--- config.mk ---
export PLATFORM = sky130hd
export DESIGN_NAME = rf_writeback_flat
export DESIGN_NICKNAME = d
export VERILOG_FILES = /design/src/rtl/rf_writeback_if.sv /design/src/rtl/rf_writeback.sv /design/src/flat_wrapper.sv
export SDC_FILE = /design/constraint.sdc
export NUM_CORES = 1
export LEC_CHECK = 0
export ABC_AREA = 1
export BUFFER_PORTS_ARGS = -buffer_cell sky130_fd_sc_hd__clkbuf_2
export CORE_MARGIN = 5
export CORE_UTILIZATION = 45
export DETAILED_ROUTE_END_ITERATION = 16
export PLACE_DENSITY_LB_ADDON = 0.2
export SLEW_MARGIN = 20
export SYNTH_ARGS = -nofsm -noshare
export SYNTH_HDL_FRONTEND = slang
export SYNTH_SLANG_ARGS = --single-unit
--- constraint.sdc ---
create_clock -name clk_i -period 2.7 [get_ports clk_i]
set_clock_uncertainty 0.2 [all_clocks]
set_input_delay 0.405 -clock clk_i [delete_from_list [all_inputs] [get_ports clk_i]]
set_output_delay 0.405 -clock clk_i [all_outputs]
set_load 0.005 [all_outputs]
--- src/rtl/rf_writeback_if.sv ---
// rtl/rf_writeback_if.sv - Writeback bundle between pipeline, LSU, register file and bypass
//
// Purpose: groups every non-clock signal of rf_writeback into one bundle.
// Ports (as seen by the writeback block, modport slave):
//   alu_valid_i/alu_rd_i/alu_wd_i    in   ALU result, one cycle, no backpressure
//   lsu_valid_i/lsu_rd_i/lsu_wd_i    in   load result offered
//   lsu_ready_o                      out  load result accepted when valid & ready
//   issue_i/issue_rd_i               in   load issued, mark destination pending
//   regwrite_o/rd_o/wd_o             out  registered register-file write port
//   busy_o                           out  pending-write scoreboard
//   stall_o                          out  upstream must not present an ALU result
//   rs1_i/rs2_i                      in   bypass lookup registers
//   fwd_a_o/fwd_b_o, *_hit_o         out  bypass data and hit flags
// The master modport is the mirror image, used by whatever drives the block.
interface rf_writeback_if;
  logic        alu_valid_i;
  logic [4:0]  alu_rd_i;
  logic [31:0] alu_wd_i;
  logic        lsu_valid_i;
  logic [4:0]  lsu_rd_i;
  logic [31:0] lsu_wd_i;
  logic        lsu_ready_o;
  logic        issue_i;
  logic [4:0]  issue_rd_i;
  logic        regwrite_o;
  logic [4:0]  rd_o;
  logic [31:0] wd_o;
  logic [31:0] busy_o;
  logic        stall_o;
  logic [4:0]  rs1_i;
  logic [4:0]  rs2_i;
  logic [31:0] fwd_a_o;
  logic [31:0] fwd_b_o;
  logic        fwd_a_hit_o;
  logic        fwd_b_hit_o;

  modport slave (
    input  alu_valid_i, alu_rd_i, alu_wd_i,
    input  lsu_valid_i, lsu_rd_i, lsu_wd_i,
    output lsu_ready_o,
    input  issue_i, issue_rd_i,
    output regwrite_o, rd_o, wd_o, busy_o, stall_o,
    input  rs1_i, rs2_i,
    output fwd_a_o, fwd_b_o, fwd_a_hit_o, fwd_b_hit_o
  );

  modport master (
    output alu_valid_i, alu_rd_i, alu_wd_i,
    output lsu_valid_i, lsu_rd_i, lsu_wd_i,
    input  lsu_ready_o,
    output issue_i, issue_rd_i,
    input  regwrite_o, rd_o, wd_o, busy_o, stall_o,
    output rs1_i, rs2_i,
    input  fwd_a_o, fwd_b_o, fwd_a_hit_o, fwd_b_hit_o
  );
endinterface

--- src/rtl/rf_writeback.sv ---
// rtl/rf_writeback.sv - Register-file writeback arbiter with load buffer, scoreboard and bypass
//
// Purpose: merges single-cycle ALU results and buffered load results onto one
// registered register-file write port. The ALU normally wins; a starve counter
// forces a one-cycle DRAIN (stall_o high) so buffered loads cannot be held off
// forever. A 32-bit scoreboard tracks registers with loads in flight.
// Optional feature macro: RF_WB_BYPASS_EN enables the rs1/rs2 bypass compare;
// without it the bypass outputs are tied to zero.
// Ports:
//   clk_i     in   clock, rising edge
//   reset_ni  in   asynchronous active-low reset
//   wb        rf_writeback_if.slave (ALU/LSU inputs, write port, scoreboard, bypass)
module rf_writeback #(
  parameter int FIFO_DEPTH   = 2,
  parameter int STARVE_LIMIT = 4
) (
  input logic           clk_i,
  input logic           reset_ni,
  rf_writeback_if.slave wb
);
  localparam int PTR_W = (FIFO_DEPTH > 1) ? $clog2(FIFO_DEPTH) : 1;
  localparam int CNT_W = $clog2(FIFO_DEPTH + 1);

  typedef enum logic {NORMAL, DRAIN} state_t;

  logic [4:0]       buf_rd_q [FIFO_DEPTH];
  logic [31:0]      buf_wd_q [FIFO_DEPTH];
  logic [PTR_W-1:0] head_q, head_d, tail_q, tail_d;
  logic [CNT_W-1:0] count_q, count_d;
  logic [2:0]       starve_q, starve_d;
  state_t           state_q, state_d;
  logic             stall_q;
  logic             regwrite_q, regwrite_d;
  logic [4:0]       rd_q, rd_d;
  logic [31:0]      wd_q, wd_d;
  logic [31:0]      busy_q, busy_d;
  logic             buf_empty, lsu_ready, push, pop, alu_win;

  function automatic logic [PTR_W-1:0] ptr_inc(input logic [PTR_W-1:0] p);
    return (p == PTR_W'(FIFO_DEPTH - 1)) ? '0 : p + PTR_W'(1);
  endfunction

  assign buf_empty = (count_q == '0);
  assign lsu_ready = (count_q < CNT_W'(FIFO_DEPTH));
  // Loads to x0 are acknowledged but never stored.
  assign push      = wb.lsu_valid_i && lsu_ready && (wb.lsu_rd_i != 5'd0);
  // An ALU result presented during DRAIN is dropped.
  assign alu_win   = (state_q == NORMAL) && wb.alu_valid_i && (wb.alu_rd_i != 5'd0);
  assign pop       = !buf_empty && ((state_q == DRAIN) || !alu_win);

  always_comb begin
    head_d = pop  ? ptr_inc(head_q) : head_q;
    tail_d = push ? ptr_inc(tail_q) : tail_q;
    case ({push, pop})
      2'b10:   count_d = count_q + CNT_W'(1);
      2'b01:   count_d = count_q - CNT_W'(1);
      default: count_d = count_q;
    endcase
  end

  always_comb begin
    regwrite_d = 1'b0;
    rd_d       = '0;
    wd_d       = '0;
    if (pop) begin
      regwrite_d = 1'b1;
      rd_d       = buf_rd_q[head_q];
      wd_d       = buf_wd_q[head_q];
    end else if (alu_win) begin
      regwrite_d = 1'b1;
      rd_d       = wb.alu_rd_i;
      wd_d       = wb.alu_wd_i;
    end
  end

  // Starvation only accrues while the ALU is actually holding off a waiting load.
  always_comb begin
    state_d  = NORMAL;
    starve_d = '0;
    if (alu_win && !buf_empty) begin
      if (int'(starve_q) + 1 >= STARVE_LIMIT) state_d = DRAIN;
      else starve_d = starve_q + 3'd1;
    end
  end

  // Set after clear so a same-cycle issue to the retiring register stays pending.
  always_comb begin
    busy_d = busy_q;
    if (regwrite_d) busy_d[rd_d] = 1'b0;
    if (wb.issue_i && (wb.issue_rd_i != 5'd0)) busy_d[wb.issue_rd_i] = 1'b1;
    busy_d[0] = 1'b0;
  end

  always_ff @(posedge clk_i or negedge reset_ni) begin
    if (!reset_ni) begin
      state_q    <= NORMAL;
      starve_q   <= '0;
      stall_q    <= 1'b0;
      head_q     <= '0;
      tail_q     <= '0;
      count_q    <= '0;
      regwrite_q <= 1'b0;
      rd_q       <= '0;
      wd_q       <= '0;
      busy_q     <= '0;
    end else begin
      state_q    <= state_d;
      starve_q   <= starve_d;
      stall_q    <= (state_d == DRAIN);
      head_q     <= head_d;
      tail_q     <= tail_d;
      count_q    <= count_d;
      regwrite_q <= regwrite_d;
      rd_q       <= rd_d;
      wd_q       <= wd_d;
      busy_q     <= busy_d;
    end
  end

  // Payload storage needs no reset: validity is carried by count_q.
  always_ff @(posedge clk_i) begin
    if (push) begin
      buf_rd_q[tail_q] <= wb.lsu_rd_i;
      buf_wd_q[tail_q] <= wb.lsu_wd_i;
    end
  end

  assign wb.lsu_ready_o = lsu_ready;
  assign wb.regwrite_o  = regwrite_q;
  assign wb.rd_o        = rd_q;
  assign wb.wd_o        = wd_q;
  assign wb.busy_o      = busy_q;
  assign wb.stall_o     = stall_q;

`ifdef RF_WB_BYPASS_EN
  logic hit_a, hit_b;
  assign hit_a          = regwrite_q && (rd_q == wb.rs1_i) && (wb.rs1_i != 5'd0);
  assign hit_b          = regwrite_q && (rd_q == wb.rs2_i) && (wb.rs2_i != 5'd0);
  assign wb.fwd_a_hit_o = hit_a;
  assign wb.fwd_b_hit_o = hit_b;
  assign wb.fwd_a_o     = hit_a ? wd_q : '0;
  assign wb.fwd_b_o     = hit_b ? wd_q : '0;
`else
  logic unused_rs;
  assign unused_rs      = ^{wb.rs1_i, wb.rs2_i};
  assign wb.fwd_a_hit_o = 1'b0;
  assign wb.fwd_b_hit_o = 1'b0;
  assign wb.fwd_a_o     = '0;
  assign wb.fwd_b_o     = '0;
`endif
endmodule

--- src/flat_wrapper.sv ---
// flat-port wrapper written by rule: the top's interface ports become plain ports
module rf_writeback_flat 
#(
  parameter int FIFO_DEPTH   = 2,
  parameter int STARVE_LIMIT = 4
)
  (clk_i, reset_ni, wb_alu_valid_i, wb_alu_rd_i, wb_alu_wd_i, wb_lsu_valid_i, wb_lsu_rd_i, wb_lsu_wd_i, wb_lsu_ready_o, wb_issue_i, wb_issue_rd_i, wb_regwrite_o, wb_rd_o, wb_wd_o, wb_busy_o, wb_stall_o, wb_rs1_i, wb_rs2_i, wb_fwd_a_o, wb_fwd_b_o, wb_fwd_a_hit_o, wb_fwd_b_hit_o);
  rf_writeback_if wb_i ();
  input logic clk_i;
  input logic reset_ni;
  input wire logic [$bits(wb_i.alu_valid_i)-1:0] wb_alu_valid_i;
  input wire logic [$bits(wb_i.alu_rd_i)-1:0] wb_alu_rd_i;
  input wire logic [$bits(wb_i.alu_wd_i)-1:0] wb_alu_wd_i;
  input wire logic [$bits(wb_i.lsu_valid_i)-1:0] wb_lsu_valid_i;
  input wire logic [$bits(wb_i.lsu_rd_i)-1:0] wb_lsu_rd_i;
  input wire logic [$bits(wb_i.lsu_wd_i)-1:0] wb_lsu_wd_i;
  output wire logic [$bits(wb_i.lsu_ready_o)-1:0] wb_lsu_ready_o;
  input wire logic [$bits(wb_i.issue_i)-1:0] wb_issue_i;
  input wire logic [$bits(wb_i.issue_rd_i)-1:0] wb_issue_rd_i;
  output wire logic [$bits(wb_i.regwrite_o)-1:0] wb_regwrite_o;
  output wire logic [$bits(wb_i.rd_o)-1:0] wb_rd_o;
  output wire logic [$bits(wb_i.wd_o)-1:0] wb_wd_o;
  output wire logic [$bits(wb_i.busy_o)-1:0] wb_busy_o;
  output wire logic [$bits(wb_i.stall_o)-1:0] wb_stall_o;
  input wire logic [$bits(wb_i.rs1_i)-1:0] wb_rs1_i;
  input wire logic [$bits(wb_i.rs2_i)-1:0] wb_rs2_i;
  output wire logic [$bits(wb_i.fwd_a_o)-1:0] wb_fwd_a_o;
  output wire logic [$bits(wb_i.fwd_b_o)-1:0] wb_fwd_b_o;
  output wire logic [$bits(wb_i.fwd_a_hit_o)-1:0] wb_fwd_a_hit_o;
  output wire logic [$bits(wb_i.fwd_b_hit_o)-1:0] wb_fwd_b_hit_o;
  assign wb_i.alu_valid_i = wb_alu_valid_i;
  assign wb_i.alu_rd_i = wb_alu_rd_i;
  assign wb_i.alu_wd_i = wb_alu_wd_i;
  assign wb_i.lsu_valid_i = wb_lsu_valid_i;
  assign wb_i.lsu_rd_i = wb_lsu_rd_i;
  assign wb_i.lsu_wd_i = wb_lsu_wd_i;
  assign wb_lsu_ready_o = wb_i.lsu_ready_o;
  assign wb_i.issue_i = wb_issue_i;
  assign wb_i.issue_rd_i = wb_issue_rd_i;
  assign wb_regwrite_o = wb_i.regwrite_o;
  assign wb_rd_o = wb_i.rd_o;
  assign wb_wd_o = wb_i.wd_o;
  assign wb_busy_o = wb_i.busy_o;
  assign wb_stall_o = wb_i.stall_o;
  assign wb_i.rs1_i = wb_rs1_i;
  assign wb_i.rs2_i = wb_rs2_i;
  assign wb_fwd_a_o = wb_i.fwd_a_o;
  assign wb_fwd_b_o = wb_i.fwd_b_o;
  assign wb_fwd_a_hit_o = wb_i.fwd_a_hit_o;
  assign wb_fwd_b_hit_o = wb_i.fwd_b_hit_o;
  rf_writeback #(.FIFO_DEPTH(FIFO_DEPTH), .STARVE_LIMIT(STARVE_LIMIT)) u_core (.clk_i(clk_i), .reset_ni(reset_ni), .wb(wb_i));
endmodule
Word-level counts from Yosys, hierarchy flattened
Memory sizes are Yosys's and may differ from the RTL's.
Cells that the tools add are included.
{ "word_totals": {"regBits": 77, "mem_count": 2, "out_inout_bits": 138, "mem_bits_ro": 0, "latchBits": 0, "ram_bits": 74} }
{ "mem_list": {"columns": ["name", "depth", "width", "rd", "rd_ports_with_merged_regs", "wr", "line_no", "rtl"], "rows": [
  ["u_core.buf_wd_q", 2, 32, 1, 0, 1, "rf_writeback.sv:27", "logic [31:0] buf_wd_q [FIFO_DEPTH];"],
  ["u_core.buf_rd_q", 2, 5, 1, 0, 1, "rf_writeback.sv:26", "logic [4:0] buf_rd_q [FIFO_DEPTH];"]
]} }
{ "op_classes": {"addsub": 6, "reduce_logical": 17, "magnitude_cmp": 6, "shifts": 0, "muxes": 21, "multipliers": 0, "bitwise_logic": 4, "eq_ne": 2, "div_mod_pow": 0} }
{ "op_table": {"columns": ["op", "n"], "rows": [
  ["32-bit 2-to-1 mux", 4],
  ["32-bit bitwise AND", 1],
  ["32-bit by 4-bit greater-or-equal comparator with 1-bit output, second input constant", 1],
  ["32-bit inverter", 1],
  ["32-bit bitwise OR", 1],
  ["5-bit nonzero test", 3],
  ["5-bit by 6-bit less-than comparator with 1-bit output, second input constant", 2],
  ["1-bit demux with 5-bit select", 2],
  ["5-bit by 1-bit greater-or-equal comparator with 1-bit output, second input constant", 2],
  ["1-bit 2-to-1 mux", 10],
  ["5-bit 2-to-1 mux", 2],
  ["1-bit logical AND", 9],
  ["3-bit 2-to-1 mux", 2],
  ["3-bit by 1-bit adder with 4-bit output, second input constant", 1],
  ["2-bit one-hot mux with 2 select lines", 1],
  ["3-bit by 1-bit adder with 3-bit output, second input constant", 1],
  ["1-bit adder, second input constant", 2],
  ["2-bit by 1-bit adder with 2-bit output, second input constant", 1],
  ["2-bit by 1-bit == test with 1-bit output, second input constant", 1],
  ["2-bit == test, second input constant", 1],
  ["1-bit zero test", 2],
  ["2-bit zero test", 1],
  ["2-bit less-than comparator, second input constant", 1],
  ["2-bit nonzero test", 1],
  ["other kinds (3)", 3]
]} }

Longest topological paths before layout
{ "logic_depth": {"word_depth": 16, "depth_mapped": 11, "mapped_depth_nobuf": 11} }

Worst setup path before layout
No wires, ideal clock.
{ "synth_timing": {"path_type": "input -> register", "startpoint": "in wb_lsu_rd_i[3]", "endpoint": "mem u_core.buf_rd_q[0][0], enable pin", "required_ns": 2.069, "path_stages": 4, "setup_slack_ns": -0.137, "n_path_buf": 0, "t_arrival_ns": 2.206, "setup_time_ns": 0.431, "cell_sequence": "nor3_1 nand2_1 nand3_1 nor2_1"} }
{ "synth_via": {"elab_chain_cells": 4} }
{ "synth_lines": {"columns": ["element", "line_no", "rtl"], "rows": [
  ["start, declared", "flat_wrapper.sv:15", "input wire logic [$bits(wb_i.lsu_rd_i)-1:0] wb_lsu_rd_i;"],
  ["5-bit nonzero test", "rf_writeback.sv:46", "assign push = wb.lsu_valid_i && lsu_ready && (wb.lsu_rd_i != 5'd0);"],
  ["1-bit logical AND", "rf_writeback.sv:46", null],
  ["1-bit 2-to-1 mux", "rf_writeback.sv:122", "if (push) begin"],
  ["1-bit 2-to-1 mux (implied by the code)", "rf_writeback.sv:123", "buf_rd_q[tail_q] <= wb.lsu_rd_i;"],
  ["end, declared", "rf_writeback.sv:26", null]
]} }
Every way passes these cells.

Worst setup path in the final report
{ "layout_timing": {"startpoint": "in wb_lsu_rd_i[3]", "endpoint": "reg u_core.count_q[1]"} }
{ "layout_via": {"elab_chain_cells": 4} }
{ "layout_lines": {"columns": ["element", "line_no", "rtl"], "rows": [
  ["5-bit nonzero test (*)", "rf_writeback.sv:46", null],
  ["1-bit logical AND (*)", "rf_writeback.sv:46", null],
  ["2-bit by 1-bit == test with 1-bit output or 2-bit == test (tied branches)", "rf_writeback.sv:54", "case ({push, pop})"],
  ["2-bit one-hot mux with 2 select lines or 2-bit nonzero test (tied branches)", null, null],
  ["end signal, assigned", "rf_writeback.sv:112", "count_q <= count_d;"],
  ["end, declared", "rf_writeback.sv:29", "logic [CNT_W-1:0] count_q, count_d;"]
]} }
Mark *: on every way between the ends. The rest lies on a longest branch, timed or not.
A chain may end at the register's enable or synchronous reset.

==> flow_metrics.env <==
export IMPL_outcome="complete, no violations"
export IMPL_leakage_nw=4.13
export IMPL_fin_setup_tns_ns=0
export IMPL_grt_overflow=0
export IMPL_antenna_found_initial=0
export IMPL_max_cap_violations=0
export IMPL_fin_area_um2=8490
export IMPL_synthCells=584
export IMPL_nets=915
export IMPL_cts_root_buffer="clkbuf_16"
export IMPL_initial_core_util=0.461
export IMPL_pin_count=232
export IMPL_clock_latency_ns=0.44
export IMPL_period_share=0.820
export IMPL_gp_congestion=0.879
export IMPL_maxSlewViolCount=0
export IMPL_row_count=43
export IMPL_cts_tree="built"
export IMPL_cp_end_kind="register"
export IMPL_slew_headroom=0.245
export IMPL_worst_slew_pin_slew_ns=1.12
export IMPL_vias_per_cell=4.75
export IMPL_clk_pin_slew_worst_paths_ns=0.06
export IMPL_grtUsageTotal=0.188
export IMPL_htreeDepth=4
export IMPL_numCtsBuffers=17
export IMPL_timing_final_hold_violations=0
export IMPL_dpl_cell_area_um2=7190
export IMPL_power_mw=8.14
export IMPL_worstPathArrival_ns=2.32
export IMPL_synth_edf_count=74
export IMPL_routed_wl_um=15300
export IMPL_critical_path_required_ns=2.81
export IMPL_yosys_warnings=0
export IMPL_drive_above_1_share=0.268
export IMPL_antenna_cells=0
export IMPL_routedWlPerCell_um=15.1
export IMPL_rsz0062_at_grt="false"
export IMPL_critical_path_class="input port to register"
export IMPL_grt_pass1_vias=4939
export IMPL_ir_worst_vdd_mv=0.433
export IMPL_final_common_cell="nand2_1"
export IMPL_ys_dominant_reg_cell="dfrtp_1"
export IMPL_synth_area_um2=6420
export IMPL_dr_pass1_iters=5
export IMPL_fillers=1107
export IMPL_avgSynthCellArea_um2=11.0
export IMPL_min_path_type="input port to register"
export IMPL_hpwl_um=10400
export IMPL_synth_cell_types=28
export IMPL_cts_resized_gates=0
export IMPL_core_area_um2=13900
export IMPL_async_reset_ff_frac=0.510
export IMPL_min_period_ns=2.21
export IMPL_yosysTopAreaCell="edfxtp_1"
export IMPL_final_cell_mix="nand2_1, clkbuf_2, dfrtp_1, edfxtp_1, dlygate4sd3_1"
export IMPL_syn_to_final_growth_pct=32.3
export IMPL_die_w_um=129
export IMPL_drc=0
export IMPL_ys_ff_latch=151
export IMPL_clock_sinks=151
export IMPL_die_h_um=129
export IMPL_yosysTopAreaCellShare=0.346
export IMPL_die_area_um2=16700
export IMPL_synthTopCellsByArea="edfxtp_1, dfrtp_1, nand2_1"
export IMPL_fmax_mhz=452
export IMPL_grt_max_degree=78
export IMPL_critPathMaxFanout=4
export IMPL_synth_seq_area_share=0.647
export IMPL_clockBufferDepth=2
export IMPL_io_buffers=154
export IMPL_postRouteAntennaNets=0
export IMPL_critPathLaunchType="input port"
export IMPL_drt_iter0_drc=315
export IMPL_setup_violations_final=0
export IMPL_grt_pass1_wl_um=24200
export IMPL_vias=4811
export IMPL_powerDensity_nw_per_um2=959
-- repair_timing --
| action | 4_1_cts | 5_1_grt |
|---|---|---|
| buffers inserted | 0 | 0 |
| hold endpoints to repair | 183 | 0 |
| hold buffers | 70 | 0 |
| endpoints found under the setup margin | 0 | 0 |
-- sequential cells by signal (all words and copies together) (netlist names), 2 cells and up --
signal / cells
u_core.buf_wd_q: 64
u_core.wb.wd_o: 32
u_core.wb.busy_o: 31
u_core.buf_rd_q: 10
u_core.wb.rd_o: 5
u_core.starve_q: 3
u_core.count_q: 2
-- area by class of cell --
type,instances,area (um^2),area share
well taps,180,225,0.0265
clock buffers,18,439,0.0517
repair buffers,232,1560,0.184
clock inverters,14,163,0.0192
inverters,19,73.8,0.00869
multi-input cells,398,1880,0.222
flip-flops and latches,151,4150,0.489
-- critical path, cell delays in order --
cell and delay [ns]:
dlygate4sd3_1 0.55, clkbuf_2 0.13, nor3_1 0.19, nand2_1 0.09, nand3_1 0.25, ha_1 0.31, a21oi_1 0.12, o21ai_0 0.11
xor2_1 0.15
-- synthesized netlist by cell type (all sizes together), types with 2 or more instances --
master and count:
a21o 32, a21oi 33, buf 74, clkbuf 9, dfrtp 77, edfxtp 74
ha 2, inv 19, nand2 189, nand3 26, nor2 16, nor3 12
o21ai 13, xor2 3
-- kinds of logic (layout without fill, tap and decap cells) --
kind of cell / Yosys count / count (layout) / synth area share
and+or+nand+nor: 245 / 245 / 0.168
DFF: 151 / 151 / 0.647
buffers and inverters: 102 / 283 / 0.101
AOI/OAI and AO/OA: 79 / 79 / 0.0745
xor gates and xnor gates: 4 / 4 / 0.00546
adders and majority gates: 2 / 2 / 0.00390
other: 1 / 68 / 0.000584
-- final timing paths --
path | startpoint | endpoint | slack [ns] | cells past startpoint
hold reg to reg | u_core.wb.busy_o[11] | u_core.wb.busy_o[11] | 0.28 | 2
min in group asynchronous | reset_ni | u_core.wb.wd_o[17] | 0.35 | 3
hold / removal | wb_alu_rd_i[1] | u_core.wb.rd_o[1] | 0.16 | 3
setup / recovery | wb_lsu_rd_i[3] | u_core.count_q[1] | 0.49 | 9
max in group asynchronous | reset_ni | u_core.wb.wd_o[2] | 1.62 | 3
setup reg to reg | u_core.state_q | u_core.wb.busy_o[19] | 0.53 | 10
-- power breakdown --
group	internal (mW)	total, mW	switching (mW)
sequential	3.11	3.39	0.281
clock	1.41	2.38	0.973
combinational	0.922	2.37	1.45
total	5.44	8.14	2.70
-- routing by layer --
layer,global-route usage,wire (um),part of all wire,vias to the layer above
li1,-,-,-,2273
met2,0.328,7810,0.51,219
met5,0,0,0,-
met4,0.0617,204,0.013,0
met3,0.0594,1430,0.093,18
met1,0.220,5870,0.38,2301
-- through the flow --
| stage | util | instances | hold WS [ns] | setup slack, ns |
|---|---|---|---|---|
| final | 0.610 | 1012 | 0.159 | 0.487 |
| after global routing | 0.610 | 1012 | 0.164 | 0.336 |
| after CTS | 0.610 | 1012 | 0.139 | 0.489 |
| after global placement | 0.516 | 910 | 0.249 | 0.483 |
| after detailed placement | 0.516 | 910 | 0.261 | 0.403 |
| after floorplan | - | 651 | -0.0906 | -0.137 |
Power figures use the tool's default switching activity.
